--- src/rtl/serial_add_ctrl.sv ---
// Bit-serial WIDTH-bit adder: one shared full-adder cell (two half adders + OR) stepped LSB-first.
// Latency: accept edge -> WIDTH RUN cycles -> one DONE cycle; one result per WIDTH+2 cycles.
// Backpressure: start is only sampled in IDLE; start/a/b are ignored while busy or done.

module half_adder_b (
    input  logic x_i,
    input  logic y_i,
    output logic s_o,
    output logic c_o
);
    assign s_o = x_i ^ y_i;
    assign c_o = x_i & y_i;
endmodule

module serial_add_ctrl #(
    parameter int WIDTH = 8
) (
    input  logic             clk,
    input  logic             rst_n,
    input  logic             start,
    input  logic [WIDTH-1:0] a,
    input  logic [WIDTH-1:0] b,
    output logic             busy,
    output logic             done,
    output logic [WIDTH-1:0] sum,
    output logic             cout
);
    // Counter needs at least one bit so WIDTH=1 still has a legal vector.
    localparam int CW = (WIDTH > 1) ? $clog2(WIDTH) : 1;

    typedef enum logic [1:0] {
        ST_IDLE = 2'd0,
        ST_RUN  = 2'd1,
        ST_DONE = 2'd2
    } state_t;

    state_t           state_q, state_d;
    logic [WIDTH-1:0] ra_q, ra_d;
    logic [WIDTH-1:0] rb_q, rb_d;
    logic [WIDTH-1:0] rs_q, rs_d;
    logic [CW-1:0]    cnt_q, cnt_d;
    logic             c_q, c_d;
    logic             cout_q, cout_d;

    logic             s1_w, c1_w, c2_w, bit_w, carry_w, last_w;
    logic [WIDTH-1:0] rs_shift_w;

    // Shared full-adder cell working on the current LSBs and the stored carry.
    half_adder_b u_ha1 (
        .x_i (ra_q[0]),
        .y_i (rb_q[0]),
        .s_o (s1_w),
        .c_o (c1_w)
    );

    half_adder_b u_ha2 (
        .x_i (s1_w),
        .y_i (c_q),
        .s_o (bit_w),
        .c_o (c2_w)
    );

    assign carry_w = c1_w | c2_w;
    assign last_w  = (cnt_q == CW'(WIDTH - 1));

    // New sum bit enters at the MSB so the first (LSB) bit lands in rs[0] after WIDTH steps.
    generate
        if (WIDTH == 1) begin : g_rs_w1
            assign rs_shift_w = bit_w;
        end else begin : g_rs_wn
            assign rs_shift_w = {bit_w, rs_q[WIDTH-1:1]};
        end
    endgenerate

    // Next-state and datapath control; everything holds unless the state says otherwise.
    always_comb begin
        state_d = state_q;
        ra_d    = ra_q;
        rb_d    = rb_q;
        rs_d    = rs_q;
        cnt_d   = cnt_q;
        c_d     = c_q;
        cout_d  = cout_q;
        case (state_q)
            ST_IDLE: begin
                if (start) begin
                    ra_d    = a;
                    rb_d    = b;
                    c_d     = 1'b0;
                    cnt_d   = '0;
                    state_d = ST_RUN;
                end
            end
            ST_RUN: begin
                rs_d  = rs_shift_w;
                ra_d  = ra_q >> 1;
                rb_d  = rb_q >> 1;
                c_d   = carry_w;
                cnt_d = cnt_q + CW'(1);
                if (last_w) begin
                    cout_d  = carry_w;
                    state_d = ST_DONE;
                end
            end
            ST_DONE: begin
                state_d = ST_IDLE;
            end
            default: begin
                state_d = ST_IDLE;
            end
        endcase
    end

    // State and datapath registers; reset discards any in-flight add.
    always_ff @(posedge clk or negedge rst_n) begin
        if (!rst_n) begin
            state_q <= ST_IDLE;
            ra_q    <= '0;
            rb_q    <= '0;
            rs_q    <= '0;
            cnt_q   <= '0;
            c_q     <= 1'b0;
            cout_q  <= 1'b0;
        end else begin
            state_q <= state_d;
            ra_q    <= ra_d;
            rb_q    <= rb_d;
            rs_q    <= rs_d;
            cnt_q   <= cnt_d;
            c_q     <= c_d;
            cout_q  <= cout_d;
        end
    end

    assign busy = (state_q == ST_RUN);
    assign done = (state_q == ST_DONE);
    assign sum  = rs_q;
    assign cout = cout_q;

endmodule

--- config.mk ---
export PLATFORM = sky130hd
export DESIGN_NAME = serial_add_ctrl
export DESIGN_NICKNAME = d
export VERILOG_FILES = /design/src/rtl/serial_add_ctrl.sv
export SDC_FILE = /design/constraint.sdc
export NUM_CORES = 1
export LEC_CHECK = 0
export CAP_MARGIN = 20
export CORE_ASPECT_RATIO = 1.75
export CORE_UTILIZATION = 49
export CTS_CLUSTER_SIZE = 12
export DETAILED_ROUTE_END_ITERATION = 8
export PLACE_DENSITY = 0.74
export SLEW_MARGIN = 20
export SYNTH_ARGS = -nofsm -noshare
export SYNTH_HDL_FRONTEND = slang
export SYNTH_SLANG_ARGS = --single-unit
--- constraint.sdc ---
create_clock -name clk -period 4.56 [get_ports clk]
set_clock_uncertainty 0.15 [all_clocks]
set_input_delay 0.684 -clock clk [delete_from_list [all_inputs] [get_ports clk]]
set_output_delay 0.684 -clock clk [all_outputs]
set_load 0.05 [all_outputs]
==> results by group <==
Run status
  – Status: complete, but fails checks
  – Failing checks: design-rule violations

Flow run
  – Max Cap Viol: 0

GRT
  – GRT overflow: 0
  – GR Util All Layers: 0.1985
  – Vias in the first global route: about 1000
  – Initial antenna violation count: 0
  – Largest net degree at the start of global routing: 32
  – First-pass GRT wire length: about 4.6 mm

Worst setup path
  – R2R setup slack: ~2700 ps
  – Crit. Startpoint: state_q[1]$_DFFE_PN0P_
  – RR Startpoint: state_q[0]$_DFFE_PN0P_
  – Arr. time, crit path: between 2000 and 2500 ps
  – Worst Path Max Fanout: 31
  – Worst setup EP type: output pin
  – R2R depth: 3
  – Worst R2R End: rb_q[2]$_DFFE_PN0P_
  – Startpoint types: flip-flop
  – Worst setup path class: reg2out
  – Critical path required time: ~3700 ps

Die
  – Row cnt: 26
  – Initial core utilization: 0.5121
  – Die Area: 3258 um^2
  – I/O Pins: 30
  – Die width: between 40 and 50 um
  – CORE AREA: around 2900 um^2
  – Die Y: between 70 and 80 um

Placement
  – GPL Wtd Cong: about 0.75
  – Placed instance area: 1764 um^2
  – Count of input and output buffers: 29
  – Dpl hpwl: between 1.5 and 2 mm

Synth
  – Yosys cell types: 24
  – Synth top area cells: dfrtp_1, mux2_2, nor3b_1, nor4b_1, o221a_2
  – Synth warn: 0
  – Synth Net Count: roughly 140
  – Seq/Total Area, Yosys: 0.5232
  – Cell taking the most area after synthesis: dfrtp_1
  – Seq cells post-synth: 31
  – Mapped Cells: between 100 and 150
  – Syn Area/Cell: about 13 um^2
  – Post-synth top area share: 0.5232
  – Post-synthesis cell area: between 1000 and 1500 um^2

Min path
  – Worst hold path cell count: 1
  – Worst Hold Endpoint: cnt_q[0]$_DFFE_PN0P_
  – Hold Startpoint: cnt_q[0]$_DFFE_PN0P_
  – Worst hold path type: reg2reg

Clocking
  – Max clock buf depth: 2
  – # hold bufs at CTS: 0
  – Post-CTS Setup Inserts: 0
  – Worst-path clk slew: 60 ps
  – Clock Sinks: 31
  – Post_cts resized: 0
  – TritonCTS Buffers: 5
  – TritonCTS clock tree: done
  – Number of H-tree levels: 2
  – Worst skew pair latency: ~280 ps
  – CTS root buf: clkbuf_8

Drt
  – Length of routed met2 wiring: between 1 and 1.5 mm
  – Top Layer Used: met4
  – Via density: between 5 and 6
  – DRT iter0 DRCs: 15
  – Pre-antenna DRT Iters: 5
  – Detailed Route WL: roughly 2.8 mm
  – DRC Markers: 4
  – Met3 wire length: roughly 95 um
  – Met1 Routed Length: 1.140 mm
  – Via count: 1038
  – DR WL/cell: roughly 16 um
  – Routed Antenna Nets: 0

Timing
  – Fin crit period: 3009 ps
  – Pins Over Slew Limit: 0
  – Final Hold Fails: 0
  – Worst Tran Pin Value: ~860 ps
  – Final setup vio count: 0
  – Hold WS: 358.5 ps
  – FMAX: 332.4 MHz
  – Final period utilization: 0.6598
  – Headroom to the max-slew limit: 0.4240
  – RSZ-0062 raised after global routing: no
  – Setup TNS: 0 ps

Layout
  – Post-layout util: 0.6374
  – Area occupied by multi-input gates: between 500 and 600 um^2
  – Nets: ~170
  – Fin area: about 1800 um^2
  – Number of fill cells: around 250
  – Synth-to-Final Area Change: 24.47%
  – Share of cells above drive strength 1: 0.1781
  – Number of antenna repair diodes: 0
  – Sequential Area: around 780 um^2

Pwr
  – Worst vdd ir: approximately 0.53 mV
  – Leakage: about 0.0008 uW
  – Pwr Density: 729.4 nW/um^2
cell type report:
cell class / count / area share
flip-flops and latches: 31 / 0.4203
well taps: 28 / 0.01898
inverters: 10 / 0.02034
repair buffers: 33 / 0.1736
clock buffers: 7 / 0.04136
multi-input cells: 64 / 0.3227
clock inverters: 1 / 0.002712
layer usage:
| layer | vias to the layer above | track usage |
|---|---|---|
| li1 | 488 | - |
| met1 | 521 | 0.2310 |
| met2 | 25 | 0.3201 |
| met3 | 4 | 0.06475 |
| met4 | 0 | 0.1076 |
| met5 | - | 0 |
synth_stat cells:
library cell  number
a211oi_1           8
or4b_1             6
ha_1               2
a21oi_1            1
buf_4              1
dfrtp_1           31
a211o_1            2
buf_6              3
nor4bb_1           2
a22o_1             3
buf_2              5
clkbuf_1           2
nor3b_1           10
nor2b_1            1
o21ba_2            1
nor4b_1            8
inv_1             10
nand3b_1           1
fa_1               1
o221a_2            6
mux2i_1            1
mux2_2             9
nand2b_1           1
o21bai_1           1
critical path, cell delays in order (launching register included):
cell and delay, ps:
dfrtp_1 360, buf_4 210, nand2b_1 170, buf_4 190, inv_1 140, clkdlybuf4s50_1 830
how the worst max path moves through the flow:
stage | cells after the start | endpoint
finish | 5 | busy
detailed placement | 3 | ra_q[0]$_DFFE_PN0P_
global placement | 5 | busy
CTS | 5 | busy
floorplan | 3 | done
global route | 5 | busy
where the power goes:
group | switching (uW) | leakage (uW) | total (uW) | internal, uW
Clock | 95.7 | 0.0000422 | 203 | 107
Sequential | 80.6 | 0.000369 | 490 | 409
Combinational | 358 | 0.000376 | 654 | 296
sequential cells by signal, indices dropped and copies added, names as in the netlist:
name     count
c_q          1
cnt_q        3
cout         1
ra_q         8
rb_q         8
state_q      2
sum          8
placed cells by master, fill, tap and decap left out, types with 2 or more instances in the layout:
cell,count
dfrtp_1,31
clkdlybuf4s50_1,29
inv_1,10
nor3b_1,10
mux2_2,9
nor4b_1,8
a211oi_1,8
or4b_1,6
o221a_2,6
clkbuf_8,5
buf_4,4
a22o_1,3
nor4bb_1,2
a211o_1,2
ha_1,2
clkbuf_1,2
cell families (layout without fill, tap and decap cells):
| kind of cell | Yosys count | count (layout) | share of synthesized area |
|---|---|---|---|
| AND/OR/NAND/NOR | 29 | 29 | 0.1654 |
| AO/OA/AOI/OAI | 22 | 22 | 0.1308 |
| buffers and inverters | 21 | 51 | 0.07511 |
| flip-flops | 31 | 31 | 0.5232 |
| adder cells (fa/ha/maj) | 3 | 3 | 0.03038 |
| multiplexers | 10 | 10 | 0.07511 |
through the flow:
stage                     setup WS (ps)  power [uW]  cells
after floorplan                    2252       980.0    116
after global placement             1855        1128    166
after detailed placement           1833        1155    166
after CTS                          1527        1365    174
after global routing               1446        1437    174
final                              1551        1346    174
Note: power is estimated with default switching activity, not from simulation.
